==> config.mk <==
export PLATFORM = sky130hd
export DESIGN_NAME = mem_port_arbiter_flat
export DESIGN_NICKNAME = d
export VERILOG_FILES = /design/src/rtl/arb_pkg.sv /design/src/rtl/mem_port_arbiter_if.sv /design/src/rtl/arb_starve_ctr.sv /design/src/rtl/mem_port_arbiter.sv /design/src/flat_wrapper.sv
export SDC_FILE = /design/constraint.sdc
export NUM_CORES = 1
export LEC_CHECK = 0
export BUFFER_PORTS_ARGS = -buffer_cell sky130_fd_sc_hd__buf_4
export CAP_MARGIN = 10
export CORE_AREA = 2 2 105 107
export DETAILED_ROUTE_END_ITERATION = 8
export DIE_AREA = 0 0 107 109
export SLEW_MARGIN = 20
export SYNTH_ARGS = -nofsm -noshare
export SYNTH_HDL_FRONTEND = slang
export SYNTH_SLANG_ARGS = --single-unit
==> constraint.sdc <==
create_clock -name clk -period 2.4 [get_ports clk]
set_input_delay 0.24 -clock clk [delete_from_list [all_inputs] [get_ports clk]]
set_output_delay 0.24 -clock clk [all_outputs]
set_load 0.005 [all_outputs]
==> src/rtl/arb_pkg.sv <==
// Shared encodings for the single-port memory arbiter: response owner and access size.
package arb_pkg;

    typedef enum logic [1:0] {
        IDLE   = 2'd0,
        RESP_I = 2'd1,
        RESP_D = 2'd2
    } owner_e;

    localparam logic [1:0] SZ_B = 2'd0;
    localparam logic [1:0] SZ_H = 2'd1;
    localparam logic [1:0] SZ_W = 2'd2;

    // Size code 3 has no meaning on the memory side; treat it as a word.
    function automatic logic [1:0] norm_size(input logic [1:0] sz);
        return (sz == 2'd3) ? SZ_W : sz;
    endfunction

endpackage

==> src/rtl/mem_port_arbiter_if.sv <==
// Fetch, load/store and memory-port signals of the arbiter; slave = arbiter view, master = surroundings.
interface mem_port_arbiter_if #(
    parameter int unsigned ADDR_W = 32,
    parameter int unsigned DATA_W = 32
);
    logic              i_req;
    logic [ADDR_W-1:0] i_addr;
    logic              i_gnt;
    logic              i_rvalid;
    logic [DATA_W-1:0] i_rdata;

    logic              d_req;
    logic              d_we;
    logic [1:0]        d_size;
    logic [ADDR_W-1:0] d_addr;
    logic [DATA_W-1:0] d_wdata;
    logic              d_gnt;
    logic              d_rvalid;
    logic [DATA_W-1:0] d_rdata;

    logic [ADDR_W-1:0] m_addr;
    logic [DATA_W-1:0] m_wdata;
    logic              m_we;
    logic [1:0]        m_size;
    logic [DATA_W-1:0] m_rdata;

    modport slave (
        input  i_req, i_addr, d_req, d_we, d_size, d_addr, d_wdata, m_rdata,
        output i_gnt, i_rvalid, i_rdata, d_gnt, d_rvalid, d_rdata,
               m_addr, m_wdata, m_we, m_size
    );

    modport master (
        output i_req, i_addr, d_req, d_we, d_size, d_addr, d_wdata, m_rdata,
        input  i_gnt, i_rvalid, i_rdata, d_gnt, d_rvalid, d_rdata,
               m_addr, m_wdata, m_we, m_size
    );
endinterface

==> src/rtl/arb_starve_ctr.sv <==
// Counts data grants issued while fetch waits; flags when fetch must be let through.
module arb_starve_ctr #(
    parameter int unsigned STARVE_MAX = 4
) (
    input  logic clk,
    input  logic reset,
    input  logic i_req_i,
    input  logic i_gnt_i,
    input  logic d_gnt_i,
    output logic at_max_o
);
    localparam int unsigned CNT_W = (STARVE_MAX < 1) ? 1 : $clog2(STARVE_MAX + 1);

    logic [CNT_W-1:0] cnt_q, cnt_d;
    logic             at_max_q;

    // Fetch served or gone resets the streak; otherwise each data grant extends it.
    always_comb begin
        cnt_d = cnt_q;
        if (i_gnt_i || !i_req_i) begin
            cnt_d = '0;
        end else if (d_gnt_i) begin
            cnt_d = cnt_q + CNT_W'(1);
        end
    end

    always_ff @(posedge clk) begin
        if (reset) begin
            cnt_q    <= '0;
            at_max_q <= 1'b0;
        end else begin
            cnt_q    <= cnt_d;
            at_max_q <= (cnt_d == CNT_W'(STARVE_MAX));
        end
    end

    assign at_max_o = at_max_q;

endmodule

==> src/rtl/mem_port_arbiter.sv <==
// Shares one synchronous memory port between fetch and load/store; data has priority.
// Optional fetch starvation guard: define ARB_STARVE_GUARD_EN.
module mem_port_arbiter
    import arb_pkg::*;
#(
    parameter int unsigned ADDR_W     = 32,
    parameter int unsigned DATA_W     = 32,
    parameter int unsigned STARVE_MAX = 4
) (
    input  logic              clk,
    input  logic              reset,
    mem_port_arbiter_if.slave bus
);
    owner_e            state_q, state_d;
    logic              st_we_q, st_we_d;
    logic              i_gnt_c, d_gnt_c;
    logic              starve_c;
    logic [ADDR_W-1:0] m_addr_c;
    logic [DATA_W-1:0] m_wdata_c;
    logic              m_we_c;
    logic [1:0]        m_size_c;
    logic              i_rvalid_c, d_rvalid_c;

`ifdef ARB_STARVE_GUARD_EN
    arb_starve_ctr #(
        .STARVE_MAX (STARVE_MAX)
    ) u_starve_ctr (
        .clk      (clk),
        .reset    (reset),
        .i_req_i  (bus.i_req),
        .i_gnt_i  (i_gnt_c),
        .d_gnt_i  (d_gnt_c),
        .at_max_o (starve_c)
    );
`else
    logic unused_starve_cfg;
    assign unused_starve_cfg = (STARVE_MAX != 0);
    assign starve_c          = 1'b0;
`endif

    // Grant: data wins unless the guard says fetch has waited long enough.
    always_comb begin
        i_gnt_c = 1'b0;
        d_gnt_c = 1'b0;
        if (!reset) begin
            if (bus.d_req && !(bus.i_req && starve_c)) begin
                d_gnt_c = 1'b1;
            end else if (bus.i_req) begin
                i_gnt_c = 1'b1;
            end
        end
    end

    always_comb begin
        m_addr_c  = '0;
        m_wdata_c = '0;
        m_we_c    = 1'b0;
        m_size_c  = SZ_W;
        if (d_gnt_c) begin
            m_addr_c  = bus.d_addr;
            m_wdata_c = bus.d_wdata;
            m_we_c    = bus.d_we;
            m_size_c  = norm_size(bus.d_size);
        end else if (i_gnt_c) begin
            m_addr_c  = bus.i_addr;
        end
    end

    // Owner of the access in flight follows this cycle's grant, so accesses pipeline.
    always_comb begin
        state_d = IDLE;
        st_we_d = 1'b0;
        if (i_gnt_c) begin
            state_d = RESP_I;
        end else if (d_gnt_c) begin
            state_d = RESP_D;
            st_we_d = bus.d_we;
        end
    end

    always_ff @(posedge clk) begin
        if (reset) begin
            state_q <= IDLE;
            st_we_q <= 1'b0;
        end else begin
            state_q <= state_d;
            st_we_q <= st_we_d;
        end
    end

    // Reset masks a response that was already in flight when reset arrived.
    assign i_rvalid_c = !reset && (state_q == RESP_I);
    assign d_rvalid_c = !reset && (state_q == RESP_D);

    assign bus.i_gnt    = i_gnt_c;
    assign bus.d_gnt    = d_gnt_c;
    assign bus.m_addr   = m_addr_c;
    assign bus.m_wdata  = m_wdata_c;
    assign bus.m_we     = m_we_c;
    assign bus.m_size   = m_size_c;
    assign bus.i_rvalid = i_rvalid_c;
    assign bus.i_rdata  = i_rvalid_c ? bus.m_rdata : '0;
    assign bus.d_rvalid = d_rvalid_c;
    assign bus.d_rdata  = (d_rvalid_c && !st_we_q) ? bus.m_rdata : '0;

endmodule

==> src/flat_wrapper.sv <==
// flat-port wrapper written by rule: the top's interface ports become plain ports
module mem_port_arbiter_flat import arb_pkg::*;
#(
    parameter int unsigned ADDR_W     = 32,
    parameter int unsigned DATA_W     = 32,
    parameter int unsigned STARVE_MAX = 4
)
  (clk, reset, bus_i_req, bus_i_addr, bus_d_req, bus_d_we, bus_d_size, bus_d_addr, bus_d_wdata, bus_m_rdata, bus_i_gnt, bus_i_rvalid, bus_i_rdata, bus_d_gnt, bus_d_rvalid, bus_d_rdata, bus_m_addr, bus_m_wdata, bus_m_we, bus_m_size);
  mem_port_arbiter_if #(.ADDR_W(ADDR_W), .DATA_W(DATA_W)) bus_i ();
  input  logic clk;
  input  logic reset;
  input wire logic [$bits(bus_i.i_req)-1:0] bus_i_req;
  input wire logic [$bits(bus_i.i_addr)-1:0] bus_i_addr;
  input wire logic [$bits(bus_i.d_req)-1:0] bus_d_req;
  input wire logic [$bits(bus_i.d_we)-1:0] bus_d_we;
  input wire logic [$bits(bus_i.d_size)-1:0] bus_d_size;
  input wire logic [$bits(bus_i.d_addr)-1:0] bus_d_addr;
  input wire logic [$bits(bus_i.d_wdata)-1:0] bus_d_wdata;
  input wire logic [$bits(bus_i.m_rdata)-1:0] bus_m_rdata;
  output wire logic [$bits(bus_i.i_gnt)-1:0] bus_i_gnt;
  output wire logic [$bits(bus_i.i_rvalid)-1:0] bus_i_rvalid;
  output wire logic [$bits(bus_i.i_rdata)-1:0] bus_i_rdata;
  output wire logic [$bits(bus_i.d_gnt)-1:0] bus_d_gnt;
  output wire logic [$bits(bus_i.d_rvalid)-1:0] bus_d_rvalid;
  output wire logic [$bits(bus_i.d_rdata)-1:0] bus_d_rdata;
  output wire logic [$bits(bus_i.m_addr)-1:0] bus_m_addr;
  output wire logic [$bits(bus_i.m_wdata)-1:0] bus_m_wdata;
  output wire logic [$bits(bus_i.m_we)-1:0] bus_m_we;
  output wire logic [$bits(bus_i.m_size)-1:0] bus_m_size;
  assign bus_i.i_req = bus_i_req;
  assign bus_i.i_addr = bus_i_addr;
  assign bus_i.d_req = bus_d_req;
  assign bus_i.d_we = bus_d_we;
  assign bus_i.d_size = bus_d_size;
  assign bus_i.d_addr = bus_d_addr;
  assign bus_i.d_wdata = bus_d_wdata;
  assign bus_i.m_rdata = bus_m_rdata;
  assign bus_i_gnt = bus_i.i_gnt;
  assign bus_i_rvalid = bus_i.i_rvalid;
  assign bus_i_rdata = bus_i.i_rdata;
  assign bus_d_gnt = bus_i.d_gnt;
  assign bus_d_rvalid = bus_i.d_rvalid;
  assign bus_d_rdata = bus_i.d_rdata;
  assign bus_m_addr = bus_i.m_addr;
  assign bus_m_wdata = bus_i.m_wdata;
  assign bus_m_we = bus_i.m_we;
  assign bus_m_size = bus_i.m_size;
  mem_port_arbiter #(.ADDR_W(ADDR_W), .DATA_W(DATA_W), .STARVE_MAX(STARVE_MAX)) u_core (.clk(clk), .reset(reset), .bus(bus_i));
endmodule
### Yosys cells after proc, flatten, opt, wreduce, memory -nomap -nowiden

Cells that the tools add are included.

* reductions and logical operators: 6
* mux-type cells: 15
* eq/ne operators: 3

Operator list (number)
* 2-to-1 mux 32 bit: 5
* 2-to-1 mux 1 bit: 7
* 2-to-1 mux 2 bit: 3
* equality test 2 bit (second input constant): 2
* logical AND 1 bit: 3
* equality test 2 x 1 -> 1 bit (second input constant): 1
* logical NOT 1 bit: 2
* OR reduction 2 bit: 1

* word-level logic and storage cells: 27
* register bits: 3
* output and inout bits: 135

### Longest topological paths before layout

* word-level depth: 5
* gate-level depth with buffers: 6
* depth with buffers taken out: 2

### Least setup slack after synthesis

OpenSTA, ideal clock, no wires.

* path type: register to output
* start: reg u_core.state_q[0]
* end: out bus_d_rdata[21]
* data arrival time: 1045 ps
* buffers on the path: 2
* path slack: 1115 ps
* stages on the path, launching flop included: 5
* required time: 2160 ps
* cell sequence: dfxtp_1 -> or3b_1 -> buf_6 -> buf_6 -> nor2_1

* cells in the longest elaborated chain, start to end: 4

RTL lines
* from (decl): RTL line mem_port_arbiter.sv:14 `owner_e state_q, state_d;`
* from (signal assigned): RTL line mem_port_arbiter.sv:86 `state_q <= state_d;`
* equality test 2 bit: RTL line mem_port_arbiter.sv:93 `assign d_rvalid_c = !reset && (state_q == RESP_D);`
* logical AND 1 bit: RTL line mem_port_arbiter.sv:93
* logical AND 1 bit: RTL line mem_port_arbiter.sv:104 `assign bus.d_rdata = (d_rvalid_c && !st_we_q) ? bus.m_rdata : '0;`
* 2-to-1 mux 32 bit: RTL line mem_port_arbiter.sv:104
* to (decl): RTL line flat_wrapper.sv:25 `output wire logic [$bits(bus_i.d_rdata)-1:0] bus_d_rdata;`

Every way passes these cells.

### Worst setup path after layout

* start: reg u_core.state_q[0]
* end: out bus_d_rdata[22]

Same word-level chain as after synthesis.

==> qor.log <==
INFO  power_and_ir_drop p_leak=1.783nW
INFO  placement      setup_slack_placement=0.7026ns
INFO  floorplanning  chipHeight=109um
INFO  yosys          count_of_state_elements_after_synthesis=3
INFO  sta            period_share=72.88%
INFO  yosys          postSynthCellCount=203
INFO  routing        detail_route.wirelength=8594um
INFO  floorplanning  ioPinCount=270
INFO  yosys          post_synth_num_cell_types=16
INFO  yosys          synth_mux_area_share=0%
INFO  cts            numCtsBuffers=3
INFO  power_and_ir_drop power.total=663.7uW
INFO  cts            sinks_on_clock_net=3
INFO  hold_path      timing.hold.worst.class=input port to flop
INFO  yosys          synthesis.area_per_instance=6.404um^2
INFO  finish         most_common_cell_after_layout_fill_and_taps_aside=buf_4
INFO  cts            htreeDepth=1
INFO  global_route   total_global_routing_track_utilization=12.95%
INFO  yosys          ys_seq_area_share=4.620%
INFO  floorplanning  placement_rows=38
INFO  global_route   grt_remaining_overflow=0
INFO  cts            clk_root_buf=clkbuf_8
INFO  setup_path     critical-path-slowest-cell=or3b_1
INFO  floorplanning  dieArea=11660um^2
INFO  placement      gpl.final_weighted_congestion=0.8774
INFO  placement      numPortBuffers=269
INFO  global_route   antenna_violations_before_repair=0
INFO  routing        detail_route.wl_per_cell=14.49um
INFO  global_route   grt_pass1_wl=11900um
INFO  cts            clock_tree.buffer_depth=2
INFO  sta            finalSetupViolations=0
INFO  setup_path     startpoint_type=flop
INFO  yosys          synth-adder-area-share=0%
INFO  sta            timing.fmax=0.5717GHz
INFO  finish         diodes=0
INFO  sta            timing_worst_slew_pin_value=0.5931ns
INFO  power_and_ir_drop pwr_density_cell=195.2nW/um^2
INFO  routing        detail_route.first_pass.iterations=5
INFO  floorplanning  fp.coreArea=10600um^2
INFO  setup_path     critPathKind=flop to output port
INFO  sta            setup_tns=0ns
INFO  setup_path     critical_path_fanout_max=32
INFO  routing        vias_per_cell=4.130
INFO  setup_path     critPathCapture=bus_d_rdata[22]
INFO  sta            min_period=1.749ns
INFO  finish         post_route_cells_drive_above_1_share=62.91%
INFO  setup_path     timing.critical_path.arrival=1.51ns
INFO  yosys          synth.cell_area=1300um^2
INFO  yosys          synth_top_family_by_area=simple AND/OR/NAND/NOR gates
INFO  routing        initialDrtViolationCount=115
INFO  status         run_status=complete, no violations
INFO  job            maxCapViolations=0
INFO  sta            slew_violations=0
INFO  setup_path     timing.critical_path.depth=4
INFO  sta            number_of_hold_violations_in_the_final_report=0
INFO  yosys          synth-xor-area-share=0%
INFO  yosys          synth_compound_area_share=24.64%
INFO  yosys          synth_nets=338
INFO  setup_path     setup.worst_path.start=u_core.state_q[0]$_SDFF_PP0_
INFO  global_route   grt_start_max_net_pins=70
INFO  finish         area.growth.synth_to_final=161.6%
INFO  sta            worst_max_slew_margin_expressed_relative_to_the_limit=60.46%
INFO  power_and_ir_drop vdd_ir_drop_max=106.8uV
INFO  placement      hpwlAfterDp=7213um
INFO  sta            unrepaired_setup_endpoints_after_global_routing=false
INFO  finish         most-common-layout-cells=buf_4 (273), nor2_1 (58), and2_1 (36), nand2b_1 (34), a32o_1 (32)
INFO  setup_path     end_kind=output port
INFO  sta            finalWorstSetupSlack=0.6510ns
INFO  setup_path     critical_path.most_common_cell=buf_4
INFO  setup_path     timing.critical_path.max_delay_family=simple AND/OR/NAND/NOR gates
INFO  cts            postCtsHoldBufs=0
INFO  setup_path     worst-path-buf-inv=2
INFO  yosys          synth_simple_gate_area_share=57.36%
INFO  finish         nFillCells=1136
INFO  cts            post-cts-setup-buffers=0
INFO  setup_path     worstPathRequired=2.16ns
INFO  cts            path_clk_slew=0.03ns
INFO  finish         fin_nets=589
INFO  cts            cts.repair.resized=0
INFO  global_route   grt_pass1_vias=2161
INFO  floorplanning  initial_core_utilization=12.26%
INFO  floorplanning  die_w=107um
INFO  routing        ant_nets=0
INFO  routing        route.detailed.drc=0
INFO  setup_path     cp_slowest_stage_delay=0.37ns
INFO  setup_path     path_cells=or3b_1 > buf_4 > nor2_1 > buf_4
INFO  cts            cts_tree=built
INFO  yosys          ys.warnings.count=0
INFO  sta            final.hold.worst_slack=0.2390ns
INFO  routing        num_vias=2449
worst min-delay path by stage:
stage / end / slack (ns) / startpoint / cells past startpoint
6_report: u_core.st_we_q$_SDFF_PP0_ / 0.24 / bus_d_we / 2
5_1_grt: u_core.st_we_q$_SDFF_PP0_ / 0.25 / bus_d_we / 2
4_1_cts: u_core.st_we_q$_SDFF_PP0_ / 0.24 / bus_d_we / 2
3_5_place_dp: u_core.st_we_q$_SDFF_PP0_ / 0.46 / bus_d_we / 2
3_3_place_gp: u_core.st_we_q$_SDFF_PP0_ / 0.46 / bus_d_we / 2
2_1_floorplan: u_core.st_we_q$_SDFF_PP0_ / 0.36 / bus_d_we / 1
through the flow:
step / area, um^2 / instances / utilization [%]
2_1_floorplan: 1300 / 203 / -
3_3_place_gp: 3356 / 589 / 31.65
3_5_place_dp: 3356 / 589 / 31.65
4_1_cts: 3401 / 593 / 32.07
5_1_grt: 3401 / 593 / 32.07
6_report: 3401 / 593 / 32.07
synthesized netlist by cell type (all sizes together):
cell	instances	area [um^2]
a32o	32	320.3
and2	36	225.2
nand2b	34	212.7
nor3b	1	7.510
nor2b	2	15.02
nor2	66	267.8
buf	16	132.6
dfxtp	3	60.06
or3b	1	8.760
clkbuf	11	41.29
and3b	1	8.760
where the power goes:
part	switching (mW)	leakage (nW)	internal (mW)
sequential	0.00106	0.0248	0.0525
clock	0.0358	0.0228	0.113
combinational	0.174	1.74	0.287
area by class of cell:
cell class                      count  area, um^2  share of cell area [%]
Sequential cell                     3       60.06                   1.766
Timing Repair Buffer              273        2049                   60.27
Clock buffer                        4       45.04                   1.325
Tap cell                          140       175.2                   5.151
Multi-Input combinational cell    173        1071                   31.49
layer usage:
metal | track usage (%) | wire length, um | vias to the layer above
li1 | - | - | 1183
met1 | 13.58 | 3006 | 1108
met2 | 25.25 | 4563 | 156
met3 | 4.901 | 1001 | 2
met4 | 1.391 | 23 | 0
met5 | 0 | 0 | -
flip-flops by register name, summed over array words and instances, names as in the netlist:
signal          count
u_core.state_q      2
u_core.st_we_q      1
kinds of logic (layout without fill, tap and decap cells):
group,after synthesis,in the layout
simple gates,141,141
compound gates,32,32
buf+inv,27,277
flops,3,3
(Power assumes the default switching activity.)
